`config.mk`:
```
export PLATFORM = sky130hd
export DESIGN_NAME = mem_resp_router
export DESIGN_NICKNAME = d
export VERILOG_FILES = /design/src/rtl/mem_resp_router.sv
export SDC_FILE = /design/constraint.sdc
export NUM_CORES = 1
export LEC_CHECK = 0
export ABC_CLOCK_PERIOD_IN_PS = 7880
export BUFFER_PORTS_ARGS = -buffer_cell sky130_fd_sc_hd__buf_2
export CAP_MARGIN = 25
export CORE_MARGIN = 2
export CORE_UTILIZATION = 32
export CTS_CLUSTER_DIAMETER = 30
export DETAILED_ROUTE_END_ITERATION = 16
export REMOVE_ABC_BUFFERS = 1
export SETUP_SLACK_MARGIN = 0.02
export SKIP_CTS_REPAIR_TIMING = 1
export SLEW_MARGIN = 0
export SYNTH_ARGS = -nofsm -noshare
export SYNTH_HDL_FRONTEND = slang
export SYNTH_SLANG_ARGS = --single-unit
```
`constraint.sdc`:
```
create_clock -name clk -period 7.88 [get_ports clk]
set_clock_uncertainty 0.2 [all_clocks]
set_input_delay 1.182 -clock clk [delete_from_list [all_inputs] [get_ports clk]]
set_output_delay 1.182 -clock clk [all_outputs]
set_load 0.03 [all_outputs]
```
`src/rtl/mem_resp_router.sv`:
```
// Steers the shared memory response stream into one small circular FIFO per client, keyed by tag[SRC_BIT].
// Define ROUTER_ERRCHK_EN to add per-client outstanding counters and a sticky unexpected-response flag.
module mem_resp_router #(
  parameter int DEPTH   = 2,
  parameter int CNT_W   = 4,
  parameter int SRC_BIT = 9
) (
  input  logic             clk,
  input  logic             reset,
  input  logic             io_req_fire,
  input  logic             io_req_chosen,
  input  logic             io_resp_valid,
  output logic             io_resp_ready,
  input  logic [9:0]       io_resp_bits_tag,
  input  logic [4:0]       io_resp_bits_cmd,
  input  logic [2:0]       io_resp_bits_typ,
  input  logic [63:0]      io_resp_bits_data,
  input  logic             io_resp_bits_has_data,
`ifdef ROUTER_ERRCHK_EN
  output logic             io_err_unexpected,
  output logic [CNT_W-1:0] io_outstanding_0,
  output logic [CNT_W-1:0] io_outstanding_1,
`endif
  output logic             io_out_0_valid,
  input  logic             io_out_0_ready,
  output logic [9:0]       io_out_0_bits_tag,
  output logic [4:0]       io_out_0_bits_cmd,
  output logic [2:0]       io_out_0_bits_typ,
  output logic [63:0]      io_out_0_bits_data,
  output logic             io_out_0_bits_has_data,
  output logic             io_out_1_valid,
  input  logic             io_out_1_ready,
  output logic [9:0]       io_out_1_bits_tag,
  output logic [4:0]       io_out_1_bits_cmd,
  output logic [2:0]       io_out_1_bits_typ,
  output logic [63:0]      io_out_1_bits_data,
  output logic             io_out_1_bits_has_data
);

  localparam int PLW = 83;
  localparam int PW  = $clog2(DEPTH);
  localparam int CW  = PW + 1;
  localparam logic [CW-1:0] FULL_CNT = DEPTH[CW-1:0];

  logic [PLW-1:0]     payload;
  logic               dst;
  logic               acc;
  logic [1:0]         enq, deq, empty, full;
  logic [1:0][PW-1:0] wr_ptr_q, wr_ptr_d, rd_ptr_q, rd_ptr_d;
  logic [1:0][CW-1:0] count_q, count_d;
  logic [PLW-1:0]     mem_q [2][DEPTH];
  logic [PLW-1:0]     mem_d [2][DEPTH];

  assign payload = {io_resp_bits_tag, io_resp_bits_cmd, io_resp_bits_typ,
                    io_resp_bits_data, io_resp_bits_has_data};

  // Ready looks only at the registered count of the addressed FIFO; a dequeue in
  // the same cycle does not free a slot until the next cycle.
  always_comb begin
    dst = io_resp_bits_tag[SRC_BIT];
    for (int n = 0; n < 2; n++) begin
      empty[n] = (count_q[n] == '0);
      full[n]  = (count_q[n] == FULL_CNT);
    end
    io_resp_ready = ~full[dst];
    acc = io_resp_valid & io_resp_ready;
    enq = {acc & dst, acc & ~dst};
    deq = ~empty & {io_out_1_ready, io_out_0_ready};
  end

  always_comb begin
    mem_d = mem_q;
    for (int n = 0; n < 2; n++) begin
      wr_ptr_d[n] = wr_ptr_q[n] + PW'(enq[n]);
      rd_ptr_d[n] = rd_ptr_q[n] + PW'(deq[n]);
      count_d[n]  = count_q[n] + CW'(enq[n]) - CW'(deq[n]);
      if (enq[n]) mem_d[n][wr_ptr_q[n]] = payload;
    end
  end

  always_ff @(posedge clk) begin
    if (reset) begin
      wr_ptr_q <= '0;
      rd_ptr_q <= '0;
      count_q  <= '0;
    end else begin
      wr_ptr_q <= wr_ptr_d;
      rd_ptr_q <= rd_ptr_d;
      count_q  <= count_d;
    end
  end

  // Storage is deliberately left out of reset; the counts alone decide validity.
  always_ff @(posedge clk) begin
    mem_q <= mem_d;
  end

  assign io_out_0_valid = ~empty[0];
  assign io_out_1_valid = ~empty[1];
  assign {io_out_0_bits_tag, io_out_0_bits_cmd, io_out_0_bits_typ,
          io_out_0_bits_data, io_out_0_bits_has_data} = mem_q[0][rd_ptr_q[0]];
  assign {io_out_1_bits_tag, io_out_1_bits_cmd, io_out_1_bits_typ,
          io_out_1_bits_data, io_out_1_bits_has_data} = mem_q[1][rd_ptr_q[1]];

`ifdef ROUTER_ERRCHK_EN
  logic [1:0][CNT_W-1:0] outst_q, outst_d;
  logic                  err_q, err_d;
  logic [1:0]            inc;

  // A response arriving for a client with nothing outstanding flags an error and
  // leaves the counter at zero, even if a request fires for it in the same cycle.
  always_comb begin
    err_d   = err_q;
    outst_d = outst_q;
    for (int n = 0; n < 2; n++) begin
      inc[n] = io_req_fire & (io_req_chosen == 1'(n));
      if (enq[n] && outst_q[n] == '0) err_d = 1'b1;
      if (inc[n] && !enq[n] && outst_q[n] != '1)
        outst_d[n] = outst_q[n] + 1'b1;
      else if (enq[n] && !inc[n] && outst_q[n] != '0)
        outst_d[n] = outst_q[n] - 1'b1;
    end
  end

  always_ff @(posedge clk) begin
    if (reset) begin
      outst_q <= '0;
      err_q   <= 1'b0;
    end else begin
      outst_q <= outst_d;
      err_q   <= err_d;
    end
  end

  assign io_err_unexpected = err_q;
  assign io_outstanding_0  = outst_q[0];
  assign io_outstanding_1  = outst_q[1];
`else
  logic unused_req;
  assign unused_req = io_req_fire ^ io_req_chosen;
`endif

endmodule

```
* Word-level counts from Yosys, hierarchy flattened
Cells that the tools add are included.
** Storage, ports and cells
- Register bits :: 340
- Bits of input ports :: 90
- Output and inout port bits :: 169
- Logic and storage cells :: 58
** Cells by class
- Add/subtract/negate cells :: 8
- $lt $le $gt $ge :: 7
- Equality and inequality tests :: 2
- Mux-type cells :: 14
- Bitwise logic cells :: 13
- Reduce and logical (&&, ||, !) cells :: 4
** Operators by type and width (count)
- $mux W83 :: 8
- $bwmux W166 :: 2
- $demux W83 S1 :: 2
- $ge A2 B2 Y1 const B :: 4
- $not A1 Y2 :: 4
- $add A1 B1 Y1 :: 4
- $add A2 B1 Y2 :: 2
- $eq A2 B2 Y1 const B :: 2
- $logic_not A2 Y1 :: 2
- $lt A2 B1 Y1 const B :: 2
- $not A1 Y1 :: 4
- $sub A2 B1 Y2 :: 2
- $and A1 B1 Y1 :: 3
- $and A2 B2 Y2 :: 1
- $logic_and A1 B1 Y1 :: 2
- $lt A1 B2 Y1 const B :: 1
- $mux W1 :: 2
- $not A2 Y2 :: 1

* Depth between registers and ports, before layout
- Word-level depth :: 8
- Mapped depth :: 6
- Mapped depth without buffers :: 6

* Worst setup path before layout
Ideal clock, no wire load.
- Path kind :: input -> register
- From :: input port io_resp_valid
- To :: register mem_q[166] in the netlist's numbering (enable)
- Library setup time :: 0.451 ns
- Arrival :: 3.602 ns
- Data required time :: 7.229 ns
- Slack :: 3.627 ns
- Cell stages on the path :: 3
- Path buffers :: 0
- Path through :: inv_1 > a211oi_1 > ha_1
** Between the ends
- Longest elaborated chain between the ends :: 2
** Ends and longest elaborated chain
- start: declaration :: RTL line 12 : input logic io_resp_valid,
- $and A1 B1 Y1 :: RTL line 66 : acc = io_resp_valid & io_resp_ready;
- $and A1 B1 Y1 :: RTL line 67 : enq = {acc & dst, acc & ~dst};
- end signal: assignment :: RTL line 95 : mem_q <= mem_d;
- end: declaration :: RTL line 51 : logic [PLW-1:0] mem_q [2][DEPTH];
No other way between the ends.
A chain may end at the register's enable or synchronous reset.

* Worst setup path after layout
- From :: register rd_ptr_q[1] in the netlist's numbering
- To :: output port io_out_1_bits_tag[4]
** Between the ends
- Longest elaborated chain between the ends :: 4
** Ends and longest elaborated chain
- start: declaration :: RTL line 49 : logic [1:0][PW-1:0] wr_ptr_q, wr_ptr_d, rd_ptr_q, rd_ptr_d;
- start signal: assignment :: RTL line 88 : rd_ptr_q <= rd_ptr_d;
- $not A1 Y2 (implied by the code) :: RTL line 103 : io_out_1_bits_data, io_out_1_bits_has_data} = mem_q[1][rd_ptr_q[1]];
- $mux W83 (implied by the code) (3 in series) :: RTL line 103
- end: declaration :: RTL line 33 : output logic [9:0] io_out_1_bits_tag,
No other way between the ends. The select of a mux whose other input is x is not followed.

==> summary.md <==
| Metric | Value |
|---|---|
| Outcome | `complete, no violations` |
| TritonCTS buffer count | `75` |
| CTS H-tree depth | `3` |
| Via/cell ratio | `4.38` |
| Crit path cell chain | `buf_4, mux2_2, buf_2` |
| Chip Width | `around 200 µm` |
| Synth Cell Area | `about 12000 µm²` |
| CTS tree | `yes` |
| CP required | `6.50 ns` |
| Routed wl met2 | `~13 mm` |
| Top sig layer | `met5` |
| Routed len/inst | `18.1 µm` |
| Commonest non-fill, non-tap cell in the layout | `edfxtp_1` |
| Post-route setup slack | `approximately 3.8 ns` |
| DP Wirelength | `15.4 mm` |
| WP depth | `3` |
| Worst vdd ir | `0.000200 V` |
| WHS | `0.427 ns` |
| Buf+Inv Stages, Crit Path | `2` |
| XOR/XNOR share of the synthesized area | `0.00362` |
| All-Layer GR Usage | `0.132` |
| Hold crit path type | `flop to flop` |
| Setup-failing EPs final | `0` |
| Top cell type's share of synthesized area | `0.802` |
| Crit-path max cell delay | `0.81 ns` |
| Full die area | `40400 µm²` |
| Global-route wire length before repair | `between 30 and 40 mm` |
| CP startpoint kind | `flop` |
| LEAKAGE | `0.00615 µW` |
| Wire length on met1 | `10.7 mm` |
| Largest delay share family, worst path | `buffers and inverters` |
| Syn avg cell area | `22.1 µm²` |
| Top post-synthesis cells by area | `edfxtp_1 (80%), mux2_2 (15%), dfxtp_1 (1.3%), ha_1 (0.81%), buf_4 (0.60%)` |
| Crit path kind | `flop to output pin` |
| Max_slew headroom | `0.349` |
| Worst reg2reg endpoint | `mem_q[325]$_DFFE_PP_` |
| Io pins | `roughly 260` |
| Layout net count | `between 900 and 1000` |
| Syn Inst Count | `around 560` |
| Final worst-path cycle share | `0.516` |
| Core region area | `38500 µm²` |
| Post-synthesis mux area share | `0.152` |
| Final hold violation count | `0` |
| Critical Path Sink | `io_out_1_bits_tag[4]` |
| Detail Route Antenna Nets | `0` |
| Fmax | `246 MHz` |
| Post-route minimum period | `4.06 ns` |
| Sequential area share after synthesis | `0.815` |
| Drt drc | `0` |
| RR Startpoint | `count_q[0]$_SDFF_PP0_` |
| DR pass1 iterations | `4` |
| Final wirelength | `26.4 mm` |
| Worst-margin pin slew | `0.976 ns` |
| Die Height | `~200 µm` |
| Ratio of cells with drive above 1 in the final layout | `0.590` |
| FF+latch count, synth | `340` |
| Vias in the first global route | `6766` |
| Syn-to-layout area delta | `35.6%` |
| Clock latency on the worst-skew pair | `0.55 ns` |
| Root Driver | `clkbuf_16` |
| Initial Util | `0.323` |
| Layout fillers | `3429` |
| Largest net degree at the start of global routing | `60` |
| Grt total ovfl | `0` |
| Row Count | `72` |
| DR WL met3 | `between 2 and 2.5 mm` |
| Max Cap Viol | `0` |
| Critical path startpoint | `rd_ptr_q[1]$_SDFF_PP0_` |
| YS warnings | `0` |
| Critical path arrival | `2.68 ns` |
| Compound-gate portion of the synthesized area | `0.00272` |
| Most frequent cells in the layout | `edfxtp_1 (332), buf_2 (256), mux2_2 (168)` |
| Synth area leader | `edfxtp_1` |
| Fin Setup TNS | `0 ns` |
| Sink Count | `340` |
| Clock Pin Slew Worst Setup and Hold Paths | `0.04 ns` |
| Dpl ws | `3.79 ns` |
| Post-Synth Adder-Cell Area | `0.00805` |
| Unrepaired setup endpoints after global routing | `false` |
| Library cells used by synthesis | `19` |
| Max clock buf depth | `3` |
| Via count | `between 6000 and 7000` |
| Setup slack, reg-to-reg | `4.78 ns` |
| Initial antenna violation count | `3` |
| Main combinational cell family by area after synthesis | `multiplexers` |
| Slowest-stage cell, CP | `buf_4` |
| Final Slew Violations | `0` |
| R2R depth | `4` |
| Placer Congestion | `0.681` |
| I/O Buffers | `approximately 260` |
| Crit path max fanout | `59` |
| Post-Synth Simple-Gate Area | `0.00574` |
| DR iter-0 viols | `289` |
| Pwr Density | `~380 nW/µm²` |
| Critical path endpoint category | `output pin` |
per-layer routing:
layer | vias to the layer above | global-route usage
li1 | 2907 | -
met1 | 3197 | 0.153
met2 | 224 | 0.216
met3 | 52 | 0.0474
met4 | 4 | 0.0664
met5 | - | 0
synth_stat cells:
cell,number
a211oi_1,1
buf_2,6
mux2_2,168
o21a_1,2
or2_2,2
clkbuf_1,1
a21oi_1,1
dfxtp_1,8
buf_6,2
ha_1,8
nand2_1,1
nor2b_1,4
xnor3_1,2
a31oi_1,1
edfxtp_1,332
nor2_1,6
buf_4,10
inv_1,7
nor3b_1,1
kinds of logic after synthesis:
kind of cell             count (synthesis)
XOR/XNOR                                 2
AND/OR/NAND/NOR                         14
multiplexers                           168
adder cells (fa/ha/maj)                  8
AO/OA/AOI/OAI                            5
buffers and inverters                   26
flip-flops                             340
sequential cells by signal, indices dropped and copies added, names as in the netlist:
register and count:
wr_ptr_q 2, rd_ptr_q 2, count_q 4, mem_q 332
cell type report:
type,instances,area [µm²],area share
antenna,2,5.00,0.000297
clock buffer,85,2000,0.119
clock inverter,47,497,0.0295
inverter,7,26.3,0.00156
multi-input combinational,197,2190,0.130
sequential,340,10100,0.601
tap,518,648,0.0384
timing repair buffer,263,1350,0.0803
tightest hold or removal path: stages (launching register included):
cell     delay, ns
dfxtp_1       0.33
inv_1         0.10
ha_4          0.13
nor2_1        0.03
power by group:
part	switching, µW	internal, µW	total [µW]
registers	60.3	2140	2200
clock network	922	2100	3020
logic	765	416	1180
total	1750	4650	6400
worst min-delay path by stage:
stage / startpoint / to / slack (ns) / cells after the start
after floorplan: wr_ptr_q[0]$_SDFF_PP0_ / wr_ptr_q[0]$_SDFF_PP0_ / 0.33 / 3
after global placement: wr_ptr_q[1]$_SDFF_PP0_ / wr_ptr_q[1]$_SDFF_PP0_ / 0.42 / 3
after detailed placement: wr_ptr_q[0]$_SDFF_PP0_ / wr_ptr_q[0]$_SDFF_PP0_ / 0.43 / 3
after CTS: wr_ptr_q[0]$_SDFF_PP0_ / wr_ptr_q[0]$_SDFF_PP0_ / 0.43 / 3
after global routing: wr_ptr_q[0]$_SDFF_PP0_ / wr_ptr_q[0]$_SDFF_PP0_ / 0.46 / 3
final: wr_ptr_q[0]$_SDFF_PP0_ / wr_ptr_q[0]$_SDFF_PP0_ / 0.43 / 3
through the flow:
step / instances / utilization / power, µW / area, µm²
2_1_floorplan: 544 / - / 3060 / 12300
3_3_place_gp: 1324 / 0.373 / 3420 / 14300
3_5_place_dp: 1325 / 0.373 / 3430 / 14400
4_1_cts: 1457 / 0.438 / 6500 / 16900
5_1_grt: 1457 / 0.438 / 6650 / 16900
6_report: 1459 / 0.438 / 6400 / 16900
No activity file was read; power rests on OpenSTA's default activity.
